===== config.mk =====
export PLATFORM = sky130hd
export DESIGN_NAME = bambu_slave_master_flat
export DESIGN_NICKNAME = d
export VERILOG_FILES = /design/src/rtl/bambu_slave_master_if.sv /design/src/rtl/bambu_slave_master.sv /design/src/flat_wrapper.sv
export SDC_FILE = /design/constraint.sdc
export NUM_CORES = 1
export LEC_CHECK = 0
export ABC_AREA = 1
export CAP_MARGIN = 10
export CORE_ASPECT_RATIO = 2
export CORE_MARGIN = 8
export CORE_UTILIZATION = 54
export CTS_CLUSTER_DIAMETER = 120
export CTS_CLUSTER_SIZE = 16
export DETAILED_ROUTE_END_ITERATION = 16
export PLACE_DENSITY_LB_ADDON = 0.25
export RECOVER_POWER = 50
export SLEW_MARGIN = 20
export SYNTH_ARGS = -nofsm -noshare
export SYNTH_HDL_FRONTEND = slang
export SYNTH_SLANG_ARGS = --single-unit
export TNS_END_PERCENT = 20

===== constraint.sdc =====
create_clock -name clock -period 4.4 [get_ports clock]
set_input_delay 0.44 -clock clock [delete_from_list [all_inputs] [get_ports clock]]
set_output_delay 0.44 -clock clock [all_outputs]
set_load 0.05 [all_outputs]

===== src/rtl/bambu_slave_master_if.sv =====
// Host command/response, run control and core slave-memory bus for bambu_slave_master.
interface bambu_slave_master_if #(
  parameter int CNT_W = 32
);
  logic             cmd_valid;
  logic             cmd_ready;
  logic             cmd_write;
  logic [6:0]       cmd_addr;
  logic [7:0]       cmd_wdata;
  logic             rsp_valid;
  logic [7:0]       rsp_rdata;
  logic             rsp_timeout;
  logic             run_req;
  logic             run_done;
  logic [CNT_W-1:0] run_cycles;
  logic             busy;
  logic             start_port;
  logic             done_port;
  logic [1:0]       S_oe_ram;
  logic [1:0]       S_we_ram;
  logic [13:0]      S_addr_ram;
  logic [15:0]      S_Wdata_ram;
  logic [7:0]       S_data_ram_size;
  logic [15:0]      Sout_Rdata_ram;
  logic [1:0]       Sout_DataRdy;

  modport slave (
    input  cmd_valid, cmd_write, cmd_addr, cmd_wdata, run_req, done_port,
           Sout_Rdata_ram, Sout_DataRdy,
    output cmd_ready, rsp_valid, rsp_rdata, rsp_timeout, run_done, run_cycles, busy,
           start_port, S_oe_ram, S_we_ram, S_addr_ram, S_Wdata_ram, S_data_ram_size
  );

  modport master (
    output cmd_valid, cmd_write, cmd_addr, cmd_wdata, run_req, done_port,
           Sout_Rdata_ram, Sout_DataRdy,
    input  cmd_ready, rsp_valid, rsp_rdata, rsp_timeout, run_done, run_cycles, busy,
           start_port, S_oe_ram, S_we_ram, S_addr_ram, S_Wdata_ram, S_data_ram_size
  );
endinterface


===== src/rtl/bambu_slave_master.sv =====
// Host-side master for a Bambu core: byte accesses into core memory over slave channel 0,
// and single-shot core runs with cycle counting.
//   state | meaning
//   IDLE  | ready for a host access or a run request
//   WR    | write enable held on channel 0 until DataRdy or timeout
//   RD    | read enable held on channel 0 until DataRdy or timeout
//   RUN   | core executing, cycle counter advancing
//   FIN   | run_done pulse, back to IDLE next cycle
module bambu_slave_master #(
  parameter int TIMEOUT = 255,
  parameter int CNT_W   = 32
) (
  input logic                  clock,
  input logic                  reset,
  bambu_slave_master_if.slave  bus
);

  typedef enum logic [2:0] {IDLE, WR, RD, RUN, FIN} state_e;

  localparam int WAIT_W = (TIMEOUT > 1) ? $clog2(TIMEOUT + 1) : 1;
  localparam logic [WAIT_W-1:0] WAIT_LAST = WAIT_W'(TIMEOUT - 1);

  state_e           state_q, state_d;
  logic [6:0]       addr_q, addr_d;
  logic [7:0]       wdata_q, wdata_d;
  logic [WAIT_W-1:0] wait_q, wait_d;
  logic [CNT_W-1:0] run_cnt_q, run_cnt_d;
  logic [CNT_W-1:0] run_cycles_q, run_cycles_d;
  logic             rsp_valid_q, rsp_valid_d;
  logic             rsp_timeout_q, rsp_timeout_d;
  logic [7:0]       rsp_rdata_q, rsp_rdata_d;
  logic             start_q, start_d;
  logic             run_done_q, run_done_d;

  always_comb begin
    state_d       = state_q;
    addr_d        = addr_q;
    wdata_d       = wdata_q;
    wait_d        = wait_q;
    run_cnt_d     = run_cnt_q;
    run_cycles_d  = run_cycles_q;
    rsp_rdata_d   = rsp_rdata_q;
    rsp_valid_d   = 1'b0;
    rsp_timeout_d = 1'b0;
    start_d       = 1'b0;
    run_done_d    = 1'b0;
    case (state_q)
      IDLE: begin
        // A host access wins over a run request arriving in the same cycle.
        if (bus.cmd_valid) begin
          state_d = bus.cmd_write ? WR : RD;
          addr_d  = bus.cmd_addr;
          wdata_d = bus.cmd_wdata;
          wait_d  = '0;
        end else if (bus.run_req) begin
          state_d   = RUN;
          start_d   = 1'b1;
          run_cnt_d = CNT_W'(1);
        end
      end
      WR, RD: begin
        if (bus.Sout_DataRdy[0]) begin
          state_d     = IDLE;
          rsp_valid_d = 1'b1;
          rsp_rdata_d = (state_q == RD) ? bus.Sout_Rdata_ram[7:0] : 8'h00;
        end else if (wait_q == WAIT_LAST) begin
          state_d       = IDLE;
          rsp_valid_d   = 1'b1;
          rsp_timeout_d = 1'b1;
          rsp_rdata_d   = 8'h00;
        end else begin
          wait_d = wait_q + 1'b1;
        end
      end
      RUN: begin
        if (bus.done_port) begin
          state_d      = FIN;
          run_cycles_d = run_cnt_q;
          run_done_d   = 1'b1;
        end else if (run_cnt_q != '1) begin
          run_cnt_d = run_cnt_q + 1'b1;
        end
      end
      FIN:     state_d = IDLE;
      default: state_d = IDLE;
    endcase
  end

  always_ff @(posedge clock or posedge reset) begin
    if (reset) begin
      state_q       <= IDLE;
      addr_q        <= '0;
      wdata_q       <= '0;
      wait_q        <= '0;
      run_cnt_q     <= '0;
      run_cycles_q  <= '0;
      rsp_valid_q   <= 1'b0;
      rsp_timeout_q <= 1'b0;
      rsp_rdata_q   <= '0;
      start_q       <= 1'b0;
      run_done_q    <= 1'b0;
    end else begin
      state_q       <= state_d;
      addr_q        <= addr_d;
      wdata_q       <= wdata_d;
      wait_q        <= wait_d;
      run_cnt_q     <= run_cnt_d;
      run_cycles_q  <= run_cycles_d;
      rsp_valid_q   <= rsp_valid_d;
      rsp_timeout_q <= rsp_timeout_d;
      rsp_rdata_q   <= rsp_rdata_d;
      start_q       <= start_d;
      run_done_q    <= run_done_d;
    end
  end

  logic in_wr, in_rd, in_acc;
  assign in_wr  = (state_q == WR);
  assign in_rd  = (state_q == RD);
  assign in_acc = in_wr | in_rd;

  // Channel 1 is never used; its slices stay tied to zero.
  assign bus.S_we_ram        = {1'b0, in_wr};
  assign bus.S_oe_ram        = {1'b0, in_rd};
  assign bus.S_addr_ram      = {7'd0, in_acc ? addr_q : 7'd0};
  assign bus.S_Wdata_ram     = {8'd0, in_wr ? wdata_q : 8'd0};
  assign bus.S_data_ram_size = {4'd0, in_acc ? 4'd8 : 4'd0};

  assign bus.cmd_ready   = (state_q == IDLE) & ~reset;
  assign bus.busy        = (state_q != IDLE);
  assign bus.rsp_valid   = rsp_valid_q;
  assign bus.rsp_timeout = rsp_timeout_q;
  assign bus.rsp_rdata   = rsp_rdata_q;
  assign bus.start_port  = start_q;
  assign bus.run_done    = run_done_q;
  assign bus.run_cycles  = run_cycles_q;

  logic unused_in;
  assign unused_in = ^{bus.Sout_Rdata_ram[15:8], bus.Sout_DataRdy[1]};

endmodule


===== src/flat_wrapper.sv =====
// flat-port wrapper written by rule: the top's interface ports become plain ports
module bambu_slave_master_flat 
#(
  parameter int TIMEOUT = 255,
  parameter int CNT_W   = 32
)
  (clock, reset, bus_cmd_valid, bus_cmd_write, bus_cmd_addr, bus_cmd_wdata, bus_run_req, bus_done_port, bus_Sout_Rdata_ram, bus_Sout_DataRdy, bus_cmd_ready, bus_rsp_valid, bus_rsp_rdata, bus_rsp_timeout, bus_run_done, bus_run_cycles, bus_busy, bus_start_port, bus_S_oe_ram, bus_S_we_ram, bus_S_addr_ram, bus_S_Wdata_ram, bus_S_data_ram_size);
  bambu_slave_master_if #(.CNT_W(CNT_W)) bus_i ();
  input logic clock;
  input logic reset;
  input wire logic [$bits(bus_i.cmd_valid)-1:0] bus_cmd_valid;
  input wire logic [$bits(bus_i.cmd_write)-1:0] bus_cmd_write;
  input wire logic [$bits(bus_i.cmd_addr)-1:0] bus_cmd_addr;
  input wire logic [$bits(bus_i.cmd_wdata)-1:0] bus_cmd_wdata;
  input wire logic [$bits(bus_i.run_req)-1:0] bus_run_req;
  input wire logic [$bits(bus_i.done_port)-1:0] bus_done_port;
  input wire logic [$bits(bus_i.Sout_Rdata_ram)-1:0] bus_Sout_Rdata_ram;
  input wire logic [$bits(bus_i.Sout_DataRdy)-1:0] bus_Sout_DataRdy;
  output wire logic [$bits(bus_i.cmd_ready)-1:0] bus_cmd_ready;
  output wire logic [$bits(bus_i.rsp_valid)-1:0] bus_rsp_valid;
  output wire logic [$bits(bus_i.rsp_rdata)-1:0] bus_rsp_rdata;
  output wire logic [$bits(bus_i.rsp_timeout)-1:0] bus_rsp_timeout;
  output wire logic [$bits(bus_i.run_done)-1:0] bus_run_done;
  output wire logic [$bits(bus_i.run_cycles)-1:0] bus_run_cycles;
  output wire logic [$bits(bus_i.busy)-1:0] bus_busy;
  output wire logic [$bits(bus_i.start_port)-1:0] bus_start_port;
  output wire logic [$bits(bus_i.S_oe_ram)-1:0] bus_S_oe_ram;
  output wire logic [$bits(bus_i.S_we_ram)-1:0] bus_S_we_ram;
  output wire logic [$bits(bus_i.S_addr_ram)-1:0] bus_S_addr_ram;
  output wire logic [$bits(bus_i.S_Wdata_ram)-1:0] bus_S_Wdata_ram;
  output wire logic [$bits(bus_i.S_data_ram_size)-1:0] bus_S_data_ram_size;
  assign bus_i.cmd_valid = bus_cmd_valid;
  assign bus_i.cmd_write = bus_cmd_write;
  assign bus_i.cmd_addr = bus_cmd_addr;
  assign bus_i.cmd_wdata = bus_cmd_wdata;
  assign bus_i.run_req = bus_run_req;
  assign bus_i.done_port = bus_done_port;
  assign bus_i.Sout_Rdata_ram = bus_Sout_Rdata_ram;
  assign bus_i.Sout_DataRdy = bus_Sout_DataRdy;
  assign bus_cmd_ready = bus_i.cmd_ready;
  assign bus_rsp_valid = bus_i.rsp_valid;
  assign bus_rsp_rdata = bus_i.rsp_rdata;
  assign bus_rsp_timeout = bus_i.rsp_timeout;
  assign bus_run_done = bus_i.run_done;
  assign bus_run_cycles = bus_i.run_cycles;
  assign bus_busy = bus_i.busy;
  assign bus_start_port = bus_i.start_port;
  assign bus_S_oe_ram = bus_i.S_oe_ram;
  assign bus_S_we_ram = bus_i.S_we_ram;
  assign bus_S_addr_ram = bus_i.S_addr_ram;
  assign bus_S_Wdata_ram = bus_i.S_Wdata_ram;
  assign bus_S_data_ram_size = bus_i.S_data_ram_size;
  bambu_slave_master #(.TIMEOUT(TIMEOUT), .CNT_W(CNT_W)) u_core (.clock(clock), .reset(reset), .bus(bus_i));
endmodule

Yosys cells after proc, flatten, opt, wreduce, memory -nomap -nowiden
Index checks and enable logic that the tools add are counted.
{"block": "word_totals", "in_bits": 39, "ff_bits": 102, "elab_cells": 75, "output_inout_bits": 88}
{"block": "op_classes", "bitwise": 3, "muxes": 32, "addsub": 2, "n_eq_ne": 15, "n_reduce_logical": 12}
{"cell": "$mux 32", "count": 4}
{"cell": "$pmux 32 s2", "count": 1}
{"cell": "$mux 8", "count": 7}
{"cell": "$add 32x1->32 const B", "count": 1}
{"cell": "$ne 32x32->1 const B", "count": 1}
{"cell": "$pmux 8 s2", "count": 1}
{"cell": "$mux 3", "count": 5}
{"cell": "$ne 2x2->1 const B", "count": 7}
{"cell": "$mux 1", "count": 10}
{"cell": "$pmux 3 s3", "count": 1}
{"cell": "$add 8x1->8 const B", "count": 1}
{"cell": "$eq 8x8->1 const B", "count": 1}
{"cell": "$mux 7", "count": 1}
{"cell": "$eq 3x2->1 const B", "count": 2}
{"cell": "$reduce_and 2->1", "count": 3}
{"cell": "$reduce_bool 2->1", "count": 3}
{"cell": "$reduce_and 5->1", "count": 1}
{"cell": "$mux 4", "count": 1}
{"cell": "$reduce_and 4->1", "count": 1}
{"cell": "$eq 3x1->1 const B", "count": 1}
{"cell": "$logic_not 3->1", "count": 1}
{"cell": "$ne 3x2->1 const B", "count": 1}
{"cell": "$ne 3x3->1 const B", "count": 1}
{"cell": "$reduce_and 3->1", "count": 1}
{"cell": "7 further kinds", "count": 7}

Longest topological paths before layout
Gate-level depths: netlist of the first run.
{"block": "logic_depth", "word_depth": 4, "mapped_depth": 10, "ltp_nobuf": 10}

Least setup slack after synthesis of the first run
Ideal clock, no wire load.
{"block": "synth_path", "kind": "reg2out", "startpoint": "register u_core.state_q[2]", "endpoint": "output port bus_S_addr_ram[0]", "arrival_time_ns": 1.700, "slack_ns": 2.260, "path_stages_with_launch": 7, "path_buffers": 1, "required_time_ns": 3.960, "cell_sequence": "dfrtp_1 inv_1 nand3_2 nand2_4 inv_1 buf_2 nor2_1"}
{"block": "synth_via", "elab_chain_len": 3, "elab_cells_between_ends": 4, "cone_classes": "eq/ne (2); mux (1); bitwise (1)"}
{"element": "start, declared", "line": "bambu_slave_master.sv:23", "text": "state_e state_q, state_d;"}
{"element": "start signal, assigned", "line": "bambu_slave_master.sv:103", "text": "state_q <= state_d;"}
{"element": "$eq 3x1->1 / $eq 3x2->1 (equally long branches)", "line": "bambu_slave_master.sv:118, bambu_slave_master.sv:119"}
{"element": "$or 1x1->1 (*)", "line": "bambu_slave_master.sv:120", "text": "assign in_acc = in_wr | in_rd;"}
{"element": "net u_core.in_acc", "line": "bambu_slave_master.sv:117", "text": "logic in_wr, in_rd, in_acc;"}
{"element": "$mux 7 (*)", "line": "bambu_slave_master.sv:125", "text": "assign bus.S_addr_ram = {7'd0, in_acc ? addr_q : 7'd0};"}
{"element": "end, declared", "line": "flat_wrapper.sv:29", "text": "output wire logic [$bits(bus_i.S_addr_ram)-1:0] bus_S_addr_ram;"}
The timed path passes the listed nets; every way through them passes the cells marked *.

Worst setup path after layout of the first run
{"block": "layout_path", "startpoint": "register u_core.state_q[1]", "endpoint": "output port bus_S_addr_ram[0]"}
{"block": "layout_via", "elab_chain_len": 3, "elab_cells_between_ends": 4, "cone_classes": "eq/ne (2); mux (1); bitwise (1)"}
{"element": "$eq 3x1->1 / $eq 3x2->1 (equally long branches)", "line": "bambu_slave_master.sv:118, bambu_slave_master.sv:119"}
{"element": "$or 1x1->1 (*)", "line": "bambu_slave_master.sv:120"}
{"element": "$mux 7 (*)", "line": "bambu_slave_master.sv:125"}
Every way passes the cells marked *; elsewhere a longest branch is shown, timed or not.

==> results.yml, run 1 <==
outcome:
  status: "finished with violations"
  failed_checks: "max-capacitance violations, max-slew violations"
cells_and_area:
  syn2layout_area_growth_pct: 21.3
  diodes: 0
  drive_gt1_share_pct: 6.70
  final_area_um2: 6560
  regArea_um2: 2550
  num-nets-final: 828
  multiInputGateArea_um2: 2360
  layout_commonest_cell: "nand2_1"
  fillers: 848
  layout_common_cells: "nand2_1, dfrtp_1, clkdlybuf4s50_1"
synth:
  syn_area_per_cell_um2: 7.74
  syn-instance-count: 698
  synth_edf_count: 0
  synth_top_cell_by_area: "dfrtp_1"
  synthFlopType: "dfrtp_1"
  ys_types: 35
  ys_ff_latch: 102
  synthesis.area_um2: 5400
  synth_warnings: 0
  synth_seq_area_share_pct: 47.2
  ys_top_cells_by_area: "dfrtp_1, nand2_1, nor2_1"
  ys_async_sr_fraction_pct: 100
  netlist.area_leader.share_pct: 47.2
pwr:
  vdd_drop_max_v: 0.000325
  power_density_nw_per_um2: 603
  leakagePower_nw: 3.10
sta:
  max_freq_mhz: 305
  tns_ns: 0
  hold_viol: 0
  fin_skew_ns: 0.0101
  report.final.slew_viol_count: 47
  tightest_slew_ns: 2.02
  setup_viol: 0
  maxSlewHeadroom_pct: -35.2
  rsz0062_at_grt: "false"
  period_needed_ns: 3.28
  fin_crit_sh_pct: 74.5
global_routing:
  grt_pass1_wl_um: 21400
  grt_pass1_vias: 4612
  grt_max_degree: 55
  grt_usage_pct: 20.0
  gr-total-overflow: 0
  antenna_found_initial: 0
worst_setup_path:
  crit_arrival_ns: 2.84
  cp-start-kind: "flip-flop"
  r2r_slack_ns: 1.85
  crit_type: "flip-flop to primary output"
  critical_path.endpoint_type: "primary output"
  worstPathRequired_ns: 3.96
  path_max_fanout: 12
cts:
  post-cts-setup-buffer-count: 0
  htree_levels: 3
  holdBufCountCts: 0
  cts.sinks: 102
  clockBufferDepth: 2
  root_buffer: "clkbuf_16"
  clk_latency_ns: 0.35
  cts_inserted_buffers: 9
  path_clk_slew_ns: 0.07
  cts_resized: 0
  cts_tree: "done"
route:
  finalWirelength_um: 13400
  first_iter_violations: 200
  drc: 0
  ant_nets: 0
  first_pass_iters: 6
  viasPerCell: 4.96
  vias: 4578
  drt-wirelength-per-cell_um: 14.5
die:
  die_x_um: 86.7
  die_height_um: 157
  io_pins: 127
  core_area_um2: 9760
  die_area_um2: 13700
  num_rows: 51
  start_util_pct: 55.3
placement:
  dp_hpwl_um: 10200
  placed_area_um2: 6300
  gp_congestion: 0.951
  portBuffers: 93
flow_run:
  drv_cap: 1
worst_hold_path:
  hp-class: "flip-flop to flip-flop"
-- layout make-up --
type | instances | share of cell area (%)
Clock buffer | 12 | 3.91
Inverter | 64 | 3.68
Timing Repair Buffer | 96 | 14.5
Tap cell | 132 | 2.52
Clock inverter | 4 | 0.439
Multi-Input combinational cell | 513 | 36.0
Sequential cell | 102 | 38.9
-- registers in the layout, summed over array words and instances, names as in the netlist --
name / cells
u_core.bus.start_port: 1
u_core.bus.run_cycles: 32
u_core.bus.rsp_valid: 1
u_core.wdata_q: 8
u_core.wait_q: 8
u_core.bus.rsp_rdata: 8
u_core.bus.run_done: 1
u_core.addr_q: 7
u_core.run_cnt_q: 32
u_core.bus.rsp_timeout: 1
u_core.state_q: 3
-- metal layers --
metal | wire length [µm] | GRT usage (%) | vias up | part of all wire [%]
li1 | - | - | 2264 | -
met1 | 4830 | 19.0 | 2128 | 36
met2 | 7320 | 37.4 | 139 | 55
met3 | 612 | 4.23 | 47 | 4.6
met4 | 601 | 12.2 | 0 | 4.5
met5 | 0 | 0 | - | 0
-- through the flow --
stage / std cells / utilization [%] / worst slack, ns / power (mW) / hold WS, ns
floorplan: 721 / - / 1.28 / 2.69 / 0.476
global placement: 907 / 64.6 / 1.85 / 3.22 / 0.455
detailed placement: 907 / 64.6 / 1.76 / 3.26 / 0.457
CTS: 923 / 67.5 / 1.38 / 4.02 / 0.474
global route: 923 / 67.1 / 0.971 / 4.15 / 0.495
finish: 923 / 67.1 / 1.12 / 3.96 / 0.468
-- critical path: stages, from the launching register on --
cell and delay [ns]:
dfrtp_1 0.45, inv_1 0.08, nand3_1 0.33, nand2_1 0.39, inv_1 0.26, nor2_1 0.16
clkdlybuf4s50_1 0.82
-- cells by family after synthesis --
group                      after synthesis  synth area share, %
and+or+nand+nor                        399                 30.9
buffers and inverters                  106                 10.1
DFF                                    102                 47.2
AOI/OAI and AO/OA                       67                 7.71
xor gates and xnor gates                20                 3.24
adders and majority gates                3                0.695
other                                    1               0.0694
-- cells in the mapped netlist (3+ instances only) --
master,n
a21oi_1,15
buf_4,28
clkbuf_1,9
dfrtp_1,102
ha_1,3
inv_1,62
nand2_1,266
nand2_2,3
nand2_4,4
nand3_1,20
nand3b_1,4
nand4_1,3
nor2_1,84
nor2_2,4
o21ai_0,24
o21ai_1,5
o21ai_2,20
xnor2_1,4
xor2_1,16
-- where the power goes --
part	total (mW)	switching [mW]	internal (mW)
logic	1.92	1.37	0.550
registers	1.28	0.118	1.16
clock network	0.757	0.341	0.416
-- worst paths after layout --
path | from | end | depth (start not counted)
setup / recovery | u_core.state_q[1]$_DFFE_PP0P_ | bus_S_addr_ram[0] | 6
hold / removal | u_core.bus.run_cycles[12]$_DFFE_PP0N_ | u_core.bus.run_cycles[12]$_DFFE_PP0N_ | 2
setup reg to reg | u_core.state_q[0]$_DFFE_PP0P_ | u_core.wait_q[0]$_DFFE_PP0P_ | 6
hold reg to reg | u_core.bus.run_cycles[12]$_DFFE_PP0N_ | u_core.bus.run_cycles[12]$_DFFE_PP0N_ | 2
max in group asynchronous | reset | u_core.run_cnt_q[17]$_DFFE_PP0P_ | 3
min in group asynchronous | reset | u_core.state_q[0]$_DFFE_PP0P_ | 2
(Power assumes the default switching activity.)
==> inputs of run 2 (changes only) <==
- CORE_UTILIZATION: 54 -> 46
- clock period: 4.4 -> 2.75 ns (I/O delays scaled with it)
==> run 2 against run 1 <==
Compared with the run above:
- die area rose by 15%
- first-iteration DRC count fell by 1.5%
- largest cell class unchanged
- setup slack got worse by 0.84 ns
- worst hold slack lost 0.0063 ns
- the flow now finishes without violations
==> results.yml, run 2 (same netlist as run 1, synthesis figures left out) <==
placement:
  gp_congestion: 0.898
  placed_area_um2: 6350
  dp_hpwl_um: 9170
  portBuffers: 93
  dp_cells: 923
sta:
  setup_viol: 0
  period_needed_ns: 2.46
  fin_crit_sh_pct: 89.6
  report.final.slew_viol_count: 0
  tns_ns: 0
  max_freq_mhz: 406
  hold_viol: 0
  maxSlewHeadroom_pct: 24.9
  rsz0062_at_grt: "false"
  fin_skew_ns: 0.00679
  tightest_slew_ns: 1.12
cts:
  cts_inserted_buffers: 9
  holdBufCountCts: 0
  path_clk_slew_ns: 0.07
  clk_latency_ns: 0.34
  clockBufferDepth: 2
  htree_levels: 3
  cts_tree: "done"
  root_buffer: "clkbuf_16"
  cts.sinks: 102
route:
  finalWirelength_um: 12400
  met2WireLength_um: 5970
  highest_layer: "met4"
  wl_met1_um: 5300
  ant_nets: 0
  first_pass_iters: 4
  viasPerCell: 4.71
  wl_met3_um: 998
  drc: 0
  first_iter_violations: 197
  drt-wirelength-per-cell_um: 13.2
  vias: 4423
worst_setup_path:
  worstPathRequired_ns: 2.48
  reg2reg_depth: 7
  critical_path.endpoint_type: "primary output"
  cpMaxStageDelayCell: "clkdlybuf4s50_1"
  slowest_delay_ns: 0.84
  cp_cell_sequence: "inv_1 -> nand3_2 -> nand2_4 -> clkdlybuf4s50_1"
  crit_type: "flip-flop to primary output"
  r2r_slack_ns: 0.69
  cp-endpoint: "bus_S_data_ram_size[3]"
  crit_arrival_ns: 2.19
  r2r-start: "u_core.state_q[2]$_DFFE_PP0P_"
  startpoint: "u_core.state_q[2]$_DFFE_PP0P_"
  path_max_fanout: 10
  worst_r2r_endpoint: "u_core.bus.run_cycles[15]$_DFFE_PP0N_"
  cp-start-kind: "flip-flop"
flow_run:
  drv_cap: 0
die:
  io_pins: 127
  die_x_um: 92.6
  die_area_um2: 15700
  die_height_um: 169
  start_util_pct: 46.7
  core_area_um2: 11600
  num_rows: 56
global_routing:
  grt_usage_pct: 16.6
  antenna_found_initial: 0
  gr-total-overflow: 0
  grt_pass1_wl_um: 21100
  grt_pass1_vias: 4352
  grt_max_degree: 55
cells_and_area:
  num-nets-final: 831
  multiInputGateArea_um2: 2380
  syn2layout_area_growth_pct: 23.5
  layout.cells.non_filler: 939
  final_area_um2: 6670
  regArea_um2: 2550
  fillers: 1113
  diodes: 0
  layout_common_cells: "nand2_1, dfrtp_1, nor2_1"
  drive_gt1_share_pct: 8.31
  layout_commonest_cell: "nand2_1"
pwr:
  power_mw: 6.59
  leakagePower_nw: 3.18
  vdd_drop_max_v: 0.000567
  power_density_nw_per_um2: 988
worst_hold_path:
  hp-class: "input pin to flip-flop"
  hp-start: "bus_Sout_Rdata_ram[0]"
outcome:
  status: "finished clean"
-- run 2: cell count changes in the layout (fill, tap and decap cells not counted), sizes merged --
| cell | change |
|---|---|
| clkinvlp | -2 |
| clkinv | +2 |
| dlymetal6s2s | +1 |
| buf | +7 |
| inv | -1 |
| bufinv | +3 |
| clkdlybuf4s50 | -7 |
-- run 2: area by class of cell --
cell class                 instances  area share, %
inverter                          64           3.62
clock buffer                      10           3.58
multi-input combinational        513           35.7
tap                              145           2.72
clock inverter                     6           1.63
timing repair buffer              99           14.5
sequential                       102           38.2
-- run 2: routing by layer --
metal,vias up,track usage [%]
met1,2037,20.3
met4,0,4.38
met2,97,27.0
met5,-,0
met3,10,5.72
li1,2279,-
-- run 2: power breakdown --
| part | internal, mW | switching [mW] |
|---|---|---|
| clock network | 0.912 | 0.547 |
| logic | 0.883 | 2.21 |
| registers | 1.85 | 0.187 |
-- run 2: stage by stage --
step	hold WS (ns)	utilization (%)	worst slack (ns)
2_1_floorplan	0.348	-	0.775
3_3_place_gp	0.453	55.0	0.488
3_5_place_dp	0.462	55.0	0.453
4_1_cts	0.448	58.0	0.0668
5_1_grt	0.476	57.7	0.153
6_report	0.462	57.7	0.285
-- run 2: how the worst min path moves through the flow --
stage / slack (ns) / end / cells past startpoint
after floorplan: 0.35 / u_core.bus.rsp_timeout$_DFF_PP0_ / 1
after global placement: 0.45 / u_core.bus.rsp_rdata[6]$_DFFE_PP0P_ / 2
after detailed placement: 0.46 / u_core.bus.rsp_rdata[3]$_DFFE_PP0P_ / 2
after CTS: 0.45 / u_core.wdata_q[5]$_DFFE_PP0P_ / 2
after global routing: 0.48 / u_core.bus.rsp_rdata[0]$_DFFE_PP0P_ / 3
final: 0.46 / u_core.bus.rsp_rdata[0]$_DFFE_PP0P_ / 3
-- run 2: worst max-delay path: cells and delay by family, from the launching register on --
family                 cells  cell delay, ns
buffers and inverters      2            0.95
AND/OR/NAND/NOR            2            0.46
flip-flops                 1            0.44
-- run 2: timing repair --
item,in CTS,in global routing
gates resized for setup,0,1
buffers inserted,0,0
endpoints found under the setup margin,0,1
==> inputs of run 3 (changes only) <==
- SKIP_LAST_GASP: unset -> 1
==> results of run 3 <==
No change in the layout: final DEF, timing and power equal those of run 2.
